--- src/rtl/sale_terminal_pkg.sv ---
// Shared state encoding and key decoding for the sale-terminal controller.
package sale_terminal_pkg;

    typedef enum logic [2:0] {
        ST_IDLE        = 3'd0,
        ST_BARCODE     = 3'd1,
        ST_INTERACTIVE = 3'd2,
        ST_QUANTITY    = 3'd3,
        ST_BASKET_EDIT = 3'd4,
        ST_END         = 3'd5
    } state_e;

    // Lowest set bit wins; returns 0 when no key is set (callers gate on |keys).
    function automatic logic [4:0] key_index(input logic [31:0] keys);
        logic [4:0] idx;
        idx = '0;
        for (int unsigned i = 32; i > 0; i--) begin
            if (keys[i-1]) idx = 5'(i - 1);
        end
        return idx;
    endfunction

endpackage

--- src/rtl/sale_terminal_ctrl_basket_store.sv ---
// Basket storage: insertion-ordered (PID, qty) entries with merge, compacting delete and clear.
module basket_store
    import sale_terminal_pkg::*;
#(
    parameter int unsigned PID_W = 4,
    parameter int unsigned QTY_W = 3,
    parameter int unsigned DEPTH = 8
) (
    input  logic                       clk_i,
    input  logic                       rst_i,
    input  logic                       clr_i,
    input  logic                       add_i,
    input  logic [PID_W-1:0]           add_pid_i,
    input  logic [QTY_W-1:0]           add_qty_i,
    input  logic                       del_i,
    input  logic [$clog2(DEPTH)-1:0]   del_idx_i,
    input  logic [$clog2(DEPTH)-1:0]   rd_idx_i,
    output logic [$clog2(DEPTH+1)-1:0] count_o,
    output logic                       full_o,
    output logic                       hit_o,
    output logic [PID_W-1:0]           rd_pid_o,
    output logic [QTY_W-1:0]           rd_qty_o
);
    localparam int unsigned IDX_W = $clog2(DEPTH);
    localparam int unsigned CNT_W = $clog2(DEPTH + 1);

    logic [PID_W-1:0] pid_q [DEPTH];
    logic [PID_W-1:0] pid_d [DEPTH];
    logic [QTY_W-1:0] qty_q [DEPTH];
    logic [QTY_W-1:0] qty_d [DEPTH];
    logic [CNT_W-1:0] count_q, count_d;
    logic [IDX_W-1:0] hit_idx;
    logic [QTY_W:0]   sum;

    assign count_o = count_q;
    assign full_o  = (count_q == CNT_W'(DEPTH));

    always_comb begin
        hit_o   = 1'b0;
        hit_idx = '0;
        for (int unsigned i = 0; i < DEPTH; i++) begin
            if (!hit_o && (CNT_W'(i) < count_q) && (pid_q[i] == add_pid_i)) begin
                hit_o   = 1'b1;
                hit_idx = IDX_W'(i);
            end
        end
    end

    assign sum = {1'b0, qty_q[hit_idx]} + {1'b0, add_qty_i};

    always_comb begin
        pid_d   = pid_q;
        qty_d   = qty_q;
        count_d = count_q;
        if (clr_i) begin
            for (int unsigned i = 0; i < DEPTH; i++) begin
                pid_d[i] = '0;
                qty_d[i] = '0;
            end
            count_d = '0;
        end else if (add_i) begin
            if (hit_o) begin
                qty_d[hit_idx] = sum[QTY_W] ? '1 : sum[QTY_W-1:0];
            end else if (!full_o) begin
                pid_d[IDX_W'(count_q)] = add_pid_i;
                qty_d[IDX_W'(count_q)] = add_qty_i;
                count_d                = count_q + CNT_W'(1);
            end
        end else if (del_i) begin
            // Compaction: every slot at or above the deleted index takes its upper neighbour.
            for (int unsigned i = 0; i + 1 < DEPTH; i++) begin
                if (IDX_W'(i) >= del_idx_i) begin
                    pid_d[i] = pid_q[i+1];
                    qty_d[i] = qty_q[i+1];
                end
            end
            pid_d[DEPTH-1] = '0;
            qty_d[DEPTH-1] = '0;
            count_d        = count_q - CNT_W'(1);
        end
    end

    always_ff @(posedge clk_i or posedge rst_i) begin
        if (rst_i) begin
            for (int unsigned i = 0; i < DEPTH; i++) begin
                pid_q[i] <= '0;
                qty_q[i] <= '0;
            end
            count_q <= '0;
        end else begin
            pid_q   <= pid_d;
            qty_q   <= qty_d;
            count_q <= count_d;
        end
    end

    always_comb begin
        rd_pid_o = '0;
        rd_qty_o = '0;
        if (CNT_W'(rd_idx_i) < count_q) begin
            rd_pid_o = pid_q[rd_idx_i];
            rd_qty_o = qty_q[rd_idx_i];
        end
    end

endmodule

--- src/rtl/sale_terminal_ctrl.sv ---
// Sale-terminal controller: mode FSM, barcode digit entry, product/basket cursors and basket control.
module sale_terminal_ctrl
    import sale_terminal_pkg::*;
#(
    parameter int unsigned NUM_KEYS       = 4,
    parameter int unsigned BARCODE_DIGITS = 4,
    parameter int unsigned DIGIT_W        = 4,
    parameter int unsigned PID_W          = 4,
    parameter int unsigned NUM_PRODUCTS   = 12,
    parameter int unsigned QTY_W          = 3,
    parameter int unsigned BASKET_DEPTH   = 8
) (
    input  logic                                  CLOCK_50,
    input  logic                                  RESET,
    input  logic                                  cmd_select,
    input  logic [NUM_KEYS-1:0]                   key_pulse,
    input  logic                                  sw_interactive,
    input  logic                                  sw_basket_edit,
    input  logic                                  lookup_valid,
    input  logic [PID_W-1:0]                      lookup_pid,
    output logic [BARCODE_DIGITS*DIGIT_W-1:0]     barcode_flat,
    output logic [$clog2(BARCODE_DIGITS+1)-1:0]   digit_count,
    output logic [2:0]                            state,
    output logic [$clog2(NUM_PRODUCTS)-1:0]       highlight_idx,
    output logic [$clog2(BASKET_DEPTH)-1:0]       basket_cursor,
    output logic [$clog2(BASKET_DEPTH+1)-1:0]     basket_count,
    input  logic [$clog2(BASKET_DEPTH)-1:0]       rd_idx,
    output logic [PID_W-1:0]                      rd_pid,
    output logic [QTY_W-1:0]                      rd_qty,
    output logic                                  err_invalid,
    output logic                                  err_full,
    output logic                                  shopping_done
);
    localparam int unsigned BC_W   = BARCODE_DIGITS * DIGIT_W;
    localparam int unsigned DCNT_W = $clog2(BARCODE_DIGITS + 1);
    localparam int unsigned HL_W   = $clog2(NUM_PRODUCTS);
    localparam int unsigned CUR_W  = $clog2(BASKET_DEPTH);
    localparam int unsigned CNT_W  = $clog2(BASKET_DEPTH + 1);

    state_e              state_q, state_d;
    logic [BC_W-1:0]     dig_q, dig_d;
    logic [DCNT_W-1:0]   dcnt_q, dcnt_d;
    logic [HL_W-1:0]     hl_q, hl_d;
    logic [CUR_W-1:0]    cur_q, cur_d;
    logic [PID_W-1:0]    pend_q, pend_d;
    logic                einv_q, einv_d;
    logic                efull_q, efull_d;
    logic                done_q, done_d;

    logic                key_any;
    logic [4:0]          key_k;
    logic [DIGIT_W-1:0]  digit;
    logic [QTY_W-1:0]    add_qty;
    logic                add_en, del_en, clr_en;
    logic                bsk_full, bsk_hit;
    logic [CNT_W-1:0]    bcnt;

    assign key_any = |key_pulse;
    assign key_k   = key_index(32'(key_pulse));
    assign digit   = DIGIT_W'(key_k + 5'd1);
    assign add_qty = QTY_W'(key_k + 5'd1);

    basket_store #(
        .PID_W (PID_W),
        .QTY_W (QTY_W),
        .DEPTH (BASKET_DEPTH)
    ) u_basket (
        .clk_i     (CLOCK_50),
        .rst_i     (RESET),
        .clr_i     (clr_en),
        .add_i     (add_en),
        .add_pid_i (pend_q),
        .add_qty_i (add_qty),
        .del_i     (del_en),
        .del_idx_i (cur_q),
        .rd_idx_i  (rd_idx),
        .count_o   (bcnt),
        .full_o    (bsk_full),
        .hit_o     (bsk_hit),
        .rd_pid_o  (rd_pid),
        .rd_qty_o  (rd_qty)
    );

    always_comb begin
        state_d = state_q;
        dig_d   = dig_q;
        dcnt_d  = dcnt_q;
        hl_d    = hl_q;
        cur_d   = cur_q;
        pend_d  = pend_q;
        einv_d  = 1'b0;
        efull_d = 1'b0;
        done_d  = 1'b0;
        add_en  = 1'b0;
        del_en  = 1'b0;
        clr_en  = 1'b0;
        case (state_q)
            ST_IDLE: begin
                if (cmd_select)          state_d = ST_END;
                else if (sw_basket_edit) state_d = ST_BASKET_EDIT;
                else if (sw_interactive) state_d = ST_INTERACTIVE;
                else                     state_d = ST_BARCODE;
            end
            ST_BARCODE: begin
                // Select is judged against the count before any same-cycle key is shifted in.
                if (sw_interactive || sw_basket_edit) begin
                    dig_d   = '0;
                    dcnt_d  = '0;
                    state_d = ST_IDLE;
                end else if (cmd_select && (dcnt_q == DCNT_W'(BARCODE_DIGITS))) begin
                    dig_d  = '0;
                    dcnt_d = '0;
                    if (lookup_valid) begin
                        pend_d  = lookup_pid;
                        state_d = ST_QUANTITY;
                    end else begin
                        einv_d = 1'b1;
                    end
                end else if (key_any && (dcnt_q < DCNT_W'(BARCODE_DIGITS))) begin
                    dig_d  = {dig_q[BC_W-DIGIT_W-1:0], digit};
                    dcnt_d = dcnt_q + DCNT_W'(1);
                end
            end
            ST_INTERACTIVE: begin
                if (!sw_interactive) begin
                    state_d = ST_IDLE;
                end else if (cmd_select) begin
                    pend_d  = PID_W'(hl_q);
                    state_d = ST_QUANTITY;
                end else if (key_any && key_k == 5'd0) begin
                    hl_d = (hl_q == '0) ? HL_W'(NUM_PRODUCTS - 1) : hl_q - HL_W'(1);
                end else if (key_any && key_k == 5'd1) begin
                    hl_d = (hl_q == HL_W'(NUM_PRODUCTS - 1)) ? '0 : hl_q + HL_W'(1);
                end
            end
            ST_QUANTITY: begin
                if (key_any) begin
                    add_en  = 1'b1;
                    efull_d = !bsk_hit && bsk_full;
                    state_d = ST_IDLE;
                end else if (cmd_select) begin
                    state_d = ST_IDLE;
                end
            end
            ST_BASKET_EDIT: begin
                if (!sw_basket_edit) begin
                    state_d = ST_IDLE;
                end else if (cmd_select) begin
                    if (bcnt != '0) begin
                        del_en = 1'b1;
                        // Cursor on the last entry falls back onto the new last entry.
                        if ((CNT_W'(cur_q) + CNT_W'(1)) >= bcnt)
                            cur_d = (bcnt > CNT_W'(1)) ? CUR_W'(bcnt - CNT_W'(2)) : '0;
                    end
                end else if (key_any && (bcnt != '0)) begin
                    if (key_k == 5'd0)
                        cur_d = (cur_q == '0) ? CUR_W'(bcnt - CNT_W'(1)) : cur_q - CUR_W'(1);
                    else if (key_k == 5'd1)
                        cur_d = (CNT_W'(cur_q) == bcnt - CNT_W'(1)) ? '0 : cur_q + CUR_W'(1);
                end
            end
            ST_END: begin
                clr_en  = 1'b1;
                dig_d   = '0;
                dcnt_d  = '0;
                hl_d    = '0;
                cur_d   = '0;
                done_d  = 1'b1;
                state_d = ST_IDLE;
            end
            default: state_d = ST_IDLE;
        endcase
    end

    always_ff @(posedge CLOCK_50 or posedge RESET) begin
        if (RESET) begin
            state_q <= ST_IDLE;
            dig_q   <= '0;
            dcnt_q  <= '0;
            hl_q    <= '0;
            cur_q   <= '0;
            pend_q  <= '0;
            einv_q  <= 1'b0;
            efull_q <= 1'b0;
            done_q  <= 1'b0;
        end else begin
            state_q <= state_d;
            dig_q   <= dig_d;
            dcnt_q  <= dcnt_d;
            hl_q    <= hl_d;
            cur_q   <= cur_d;
            pend_q  <= pend_d;
            einv_q  <= einv_d;
            efull_q <= efull_d;
            done_q  <= done_d;
        end
    end

    assign barcode_flat  = dig_q;
    assign digit_count   = dcnt_q;
    assign state         = state_q;
    assign highlight_idx = hl_q;
    assign basket_cursor = cur_q;
    assign basket_count  = bcnt;
    assign err_invalid   = einv_q;
    assign err_full      = efull_q;
    assign shopping_done = done_q;

endmodule

--- config.mk ---
export PLATFORM = sky130hd
export DESIGN_NAME = sale_terminal_ctrl
export DESIGN_NICKNAME = d
export VERILOG_FILES = /design/src/rtl/sale_terminal_pkg.sv /design/src/rtl/sale_terminal_ctrl_basket_store.sv /design/src/rtl/sale_terminal_ctrl.sv
export SDC_FILE = /design/constraint.sdc
export NUM_CORES = 1
export LEC_CHECK = 0
export BUFFER_PORTS_ARGS = -buffer_cell sky130_fd_sc_hd__buf_2
export CAP_MARGIN = 5
export CORE_MARGIN = 2
export CORE_UTILIZATION = 55
export CTS_BUF_LIST = sky130_fd_sc_hd__clkbuf_8 sky130_fd_sc_hd__clkbuf_16
export DETAILED_ROUTE_END_ITERATION = 8
export PLACE_DENSITY = 0.76
export SKIP_CTS_REPAIR_TIMING = 1
export SYNTH_ARGS = -nofsm -noshare
export SYNTH_HDL_FRONTEND = slang
export SYNTH_SLANG_ARGS = --single-unit
--- constraint.sdc ---
create_clock -name CLOCK_50 -period 4.95 [get_ports CLOCK_50]
set_clock_uncertainty 0.05 [all_clocks]
set_input_delay 0.2475 -clock CLOCK_50 [delete_from_list [all_inputs] [get_ports CLOCK_50]]
set_output_delay 0.2475 -clock CLOCK_50 [all_outputs]
set_load 0.01 [all_outputs]
==> results of run 1 <==
[placed cells by master (no fill, tap or decap), drive strengths merged, types with 6 or more instances in the layout]
cell	instances
nor2	75
a21o	6
inv	28
o31ai	6
nand2	48
xnor2	18
a22o	17
nand3	32
xor2	21
o211ai	11
a21oi	55
mux2	43
ha	28
a211oi	6
clkbuf	10
o41ai	6
o21ai	39
buf	71
nor3	19
dfrtp	92
o221ai	14
nand4	6
mux2i	24
nor2b	7
mux4	14
[final cells by class]
| cell class | count | area, um^2 | share of cell area |
|---|---|---|---|
| clock inverter | 6 | 96.3 | 0.0126 |
| clock buffer | 10 | 239 | 0.0311 |
| multi-input combinational | 580 | 4300 | 0.561 |
| tap | 168 | 210 | 0.0274 |
| inverter | 30 | 114 | 0.0148 |
| sequential | 92 | 2310 | 0.300 |
| timing repair buffer | 72 | 405 | 0.0528 |
[stage by stage]
| stage | area (um^2) | hold WS, ns | total power [uW] |
|---|---|---|---|
| 3_5_place_dp | 7290 | 0.324 | 4410 |
| 4_1_cts | 7630 | -0.0540 | 5200 |
| 5_1_grt | 7670 | 0.0485 | 5690 |
| 2_1_floorplan | 6880 | 0.271 | 3550 |
| 6_report | 7670 | 0.0266 | 5360 |
| 3_3_place_gp | 7290 | 0.312 | 4310 |
[critical path, stage by stage, from the launching register on]
cell and delay [ns]:
dfrtp_1 0.39, clkinv_1 0.10, buf_4 0.18, ha_1 0.24
nor2b_1 0.13, o21ai_1 0.08, or3_1 0.47, and4_1 0.25
a31oi_2 0.28, o22a_1 0.20, o221ai_1 0.13, a211oi_2 0.24
ha_1 0.20, inv_1 0.07, fa_1 0.40, nor3b_1 0.21
a21oi_1 0.08, or2_2 0.32, a2bb2oi_1 0.18, a21oi_1 0.09
mux2_4 0.29
[where the power goes]
part | total (uW) | internal (uW) | switching, uW
Combinational | 3260 | 1300 | 1960
Clock | 779 | 462 | 318
Sequential | 1320 | 952 | 364
[layer usage]
metal	GRT usage	wire [um]	up-vias
li1	-	-	2835
met1	0.433	8180	3057
met2	0.485	9170	358
met3	0.0727	2030	74
met4	0.137	713	0
met5	0	0	-
[kinds of logic after synthesis]
| kind of cell | Yosys count | synth area share |
|---|---|---|
| buffers and inverters | 71 | 0.0461 |
| multiplexers | 81 | 0.153 |
| AO/OA/AOI/OAI | 206 | 0.206 |
| other | 1 | 0.000546 |
| adder cells (fa/ha/maj) | 29 | 0.0539 |
| AND/OR/NAND/NOR | 221 | 0.155 |
| XOR/XNOR | 39 | 0.0508 |
| flip-flops | 92 | 0.335 |
[final timing paths]
check / slack, ns / end / depth (start not counted)
worst min-delay path: 0.03 / err_invalid / 2
worst max register to register: 0.26 / u_basket.qty_q[11] / 20
max in group asynchronous: 3.22 / u_basket.count_o[1] / 4
min in group asynchronous: 0.48 / u_basket.qty_q[2] / 3
worst min register to register: 0.45 / barcode_flat[13] / 1
worst max-delay path: 0.26 / u_basket.qty_q[11] / 20
[registers in the layout (all words and copies together) (netlist names)]
register	count
u_basket.pid_q	32
u_basket.qty_q	24
barcode_flat	12
highlight_idx	4
pend_q	4
u_basket.count_o	4
basket_cursor	3
digit_count	3
state	3
err_full	1
err_invalid	1
shopping_done	1
==> out/results.ini, run 1 <==
[route]
ant_nets = 0
drc = 0
vias_per_cell = 6.60
drt-initial-drc-count = 655
first_pass_iters = 5
wl_um = 20100
vias = 6324
wire_per_inst_um = 21.0

[logic_synthesis]
synthTopCellsByArea = dfrtp_1 (33%), mux2_2 (6.4%), ha_1 (5.1%), mux4_2 (4.6%), nor2_1 (4.1%)
avgSynthCellArea_um2 = 9.29
synth_most_common_cell = dfrtp_1
syn_inst = 740
ys_async_sr_fraction = 1.00
synth_edf_count = 0
netlist_top_cells_count = dfrtp_1 (92), nor2_1 (75), a21oi_1 (55), nand2_1 (48), mux2_2 (39)
syn_area_um2 = 6870
synth_ff_type = dfrtp_1
synth_top_area_share = 0.335
synth.largest_area_cell = dfrtp_1
synth-seq-area-share = 0.335
synth.distinct_cells = 72
ys_seq_elements = 92
yosys_warnings = 0

[sta]
slew_headroom = 0.315
max_freq_mhz = 213
fin_setup_tns_ns = 0
hold_viol = 0
setup_viol = 0
grt_setup_unrepaired = no
post-route-min-period_ns = 4.69
fin_ws_ns = 0.265
finalCritPeriodShare = 0.946
worst_pin_slew_ns = 1.02
maxSlewViolCount = 0

[die]
io_pins = 60
die_x_um = 116
rows = 40
core-area_um2 = 12100
initial_core_util = 0.567
dieHeight_um = 116
dieArea_um2 = 13400

[critical_path]
worstSetupStartpointType = flop
worst_ep_required_time_ns = 5.15
arrival_ns = 4.88
critPathLaunch = u_basket.count_o[0]
crit_type = reg -> reg
cp_max_fo = 8
critPathCaptureType = flop
r2r-start = u_basket.count_o[0]

[clock_tree]
h-tree-depth = 3
cts_tree = built
cts-buffers-inserted = 9
cts-root-buf = clkbuf_16
cts_buffer_depth = 2
clk_latency_ns = 0.36
cts_num_sinks = 92
clk_pin_slew_ns = 0.07

[global_routing]
antenna_found_initial = 0
grt_pass1_wl_um = 32800
overflow = 0
grt_util_all_layers = 0.316
grt_pass1_vias = 6183
grt_max_degree = 58

[layout]
fillers = 1031
finalNonFillerCells = 958
final_util = 0.634
antenna_cells = 0
drive_gt1_frac = 0.214
fin_nets = 831
syn_to_final_growth_pct = 11.7

[placed_design]
io_buffers = 55
hpwl_um = 14900
dp_slack_ns = 0.130
place_congestion = 1.01
dp_cells = 941

[power]
p_per_area_nw_per_um2 = 698
ir_drop_mv = 0.383
p_leak_uw = 0.00349

[status]
status = completed

[hold_path]
hold_class = in -> reg
worstHoldStart = lookup_valid

[job]
drv_cap = 0

No activity file was read; power rests on OpenSTA's default activity.
==> inputs of run 2 (changes only) <==
==> constraint.sdc (replaced) <==
create_clock -name CLOCK_50 -period 4.5 [get_ports CLOCK_50]
set_clock_uncertainty 0.05 [all_clocks]
set_input_delay 0.225 -clock CLOCK_50 [delete_from_list [all_inputs] [get_ports CLOCK_50]]
set_output_delay 0.225 -clock CLOCK_50 [all_outputs]
set_load 0.01 [all_outputs]
==> run 2 against run 1 <==
- largest power group unchanged
- clock power rose by 2%
- die area did not move
- worst hold slack got worse by 0.010 ns
- combinational power rose by 18%
==> out/results.ini, run 2 (synthesized netlist as in run 1, its figures left out) <==
[status]
status = completed  ; unchanged

[route]
vias_per_cell = 6.61  ; was 6.60
first_pass_iters = 5  ; unchanged
drc = 0  ; unchanged
drt-initial-drc-count = 610  ; was 655
wire_per_inst_um = 21.5  ; was 21.0 um
ant_nets = 0  ; unchanged
wl_um = 20900  ; was 20100 um
vias = 6439  ; was 6324

[layout]
layout_common_cells = dfrtp_1 (92), nor2_1 (73), buf_2 (55)  ; was dfrtp_1 (89), nor2_1 (74), a21oi_1 (55), buf_2 (55), nand2_1 (48)
fin_nets = 847  ; was 831
syn_to_final_growth_pct = 12.9  ; was 11.7%
top_register = u_basket.pid_q  ; unchanged
drive_gt1_frac = 0.227  ; was 0.214
antenna_cells = 0  ; unchanged
largest_register_ffs = 32  ; unchanged
mostFrequentLayoutCell = dfrtp_1  ; unchanged
finalNonFillerCells = 974  ; was 958

[placed_design]
dp_cells = 957  ; was 941
hpwl_um = 15300  ; was 14900 um
place_congestion = 1.01  ; about the same
io_buffers = 55  ; unchanged

[clock_tree]
cts_num_sinks = 92  ; unchanged
cts-buffers-inserted = 9  ; unchanged
h-tree-depth = 3  ; unchanged
cts-root-buf = clkbuf_16  ; unchanged
cts_tree = built  ; unchanged
clk_latency_ns = 0.36  ; about the same
clk_pin_slew_ns = 0.07  ; about the same
cts_buffer_depth = 2  ; unchanged

[sta]
post-route-min-period_ns = 4.32  ; was 4.69 ns
finalCritPeriodShare = 0.960  ; was 0.946
fin_setup_tns_ns = 0  ; unchanged
whs_ns = 0.0166  ; was 0.0266 ns
setup_viol = 0  ; unchanged
maxSlewViolCount = 0  ; unchanged
max_freq_mhz = 231  ; was 213 MHz
worst_pin_slew_ns = 1.03  ; was 1.02 ns
hold_viol = 0  ; unchanged
slew_headroom = 0.305  ; was 0.315

[die]
rows = 40  ; unchanged
io_pins = 60  ; unchanged
dieArea_um2 = 13400  ; unchanged
die_x_um = 116  ; unchanged
dieHeight_um = 116  ; unchanged
initial_core_util = 0.567  ; unchanged
core-area_um2 = 12100  ; unchanged

[critical_path]
ff2ff_path_depth = 17  ; was 20
critPathCaptureType = flop  ; unchanged
crit_type = reg -> reg  ; unchanged
cpPeakStageDelay_ns = 0.50  ; was 0.47 ns
critPathLaunch = pend_q[3]  ; was u_basket.count_o[0]
worstSetupStartpointType = flop  ; unchanged
arrival_ns = 4.52  ; was 4.88 ns
r2r_slack_ns = 0.18  ; was 0.26 ns
worst_ep_required_time_ns = 4.70  ; was 5.15 ns
r2r-start = pend_q[3]  ; was u_basket.count_o[0]
cp_max_fo = 6  ; was 8
timing.rr.end = u_basket.qty_q[11]  ; unchanged
worstPathCellList = xor2_1, nor4_4, a21boi_2, or2_2, a31oi_1, o22a_1, o221ai_1, a211oi_1, ha_1, inv_1, fa_2, nor3b_2, a21oi_1, or2_2, a2bb2oi_1, a21oi_1, mux2_4  ; was clkinv_1, buf_4, ha_1, nor2b_1, o21ai_1, or3_1, and4_1, a31oi_2, o22a_1, o221ai_1, a211oi_2, ha_1, inv_1, fa_1, nor3b_1, a21oi_1, or2_2, a2bb2oi_1, a21oi_1, mux2_4
cp-endpoint = u_basket.qty_q[11]  ; unchanged
crit_slowest_cell = dfrtp_1  ; was or3_1

[global_routing]
grt_max_degree = 58  ; unchanged
overflow = 0  ; unchanged
grt_pass1_vias = 6097  ; was 6183
antenna_found_initial = 0  ; unchanged
grt_pass1_wl_um = 33100  ; was 32800 um
grt_util_all_layers = 0.322  ; was 0.316

[power]
p_leak_uw = 0.00356  ; was 0.00349 uW
p_per_area_nw_per_um2 = 780  ; was 698 nW/um^2
ir_drop_mv = 0.451  ; was 0.383 mV
p_total_uw = 6050  ; was 5360 uW

[job]
drv_cap = 0  ; unchanged

[hold_path]
hold_class = in -> reg  ; unchanged

==> run 2: cell count changes in the layout (fill, tap and decap cells not counted), sizes merged <==
| cell | delta |
|---|---|
| inv | +1 |
| clkbuf | +1 |
| clkinv | -2 |
| buf | +16 |
| clkinvlp | +1 |
| bufinv | -1 |
==> run 2: cell type report <==
type                       count  area (um^2)
sequential                    92         2300
clock buffer                  11          253
clock inverter                 5         58.8
multi-input combinational    580         4300
fill                        1021         4350
tap                          168          210
timing repair buffer          88          526
inverter                      30          116
==> run 2: worst min path at each step <==
stage                             from          endpoint  slack (ns)  cells past startpoint
after floorplan           lookup_valid       err_invalid        0.25                      1
after global placement           RESET   barcode_flat[5]        0.28                      2
after detailed placement         RESET  barcode_flat[13]        0.30                      2
after CTS                        RESET  barcode_flat[13]       -0.07                      2
after global routing      lookup_valid       err_invalid        0.01                      2
final                     lookup_valid       err_invalid        0.02                      2
==> run 2: per-stage QoR <==
stage,worst slack (ns),utilization,instance area (um^2)
floorplan,0.0452,-,6890
global placement,0.215,0.612,7420
detailed placement,0.0909,0.612,7420
CTS,0.0720,0.638,7730
global route,-0.0226,0.641,7760
finish,0.178,0.641,7760
==> run 2: critical path: cells and delay by family (launching register included) <==
| kind | cells | cell delay (ns) |
|---|---|---|
| AO/OA/AOI/OAI | 8 | 1.23 |
| XOR/XNOR | 1 | 0.25 |
| adder cells (fa/ha/maj) | 2 | 0.58 |
| AND/OR/NAND/NOR | 4 | 1.22 |
| flip-flops | 1 | 0.50 |
| buffers and inverters | 1 | 0.07 |
| multiplexers | 1 | 0.29 |
==> run 2: metal layers <==
metal,vias to the layer above,global-route usage,share of wire
met1,3168,0.448,0.42
met4,0,0.133,0.040
met3,65,0.0711,0.082
li1,2858,-,-
met5,-,0,0
met2,348,0.491,0.46
==> run 2: power by group <==
group          switching, uW  total (uW)  leakage [uW]  internal, uW
clock network            334         796      0.000148           462
logic                   2290        3850       0.00215          1560
registers                358        1400       0.00126          1050
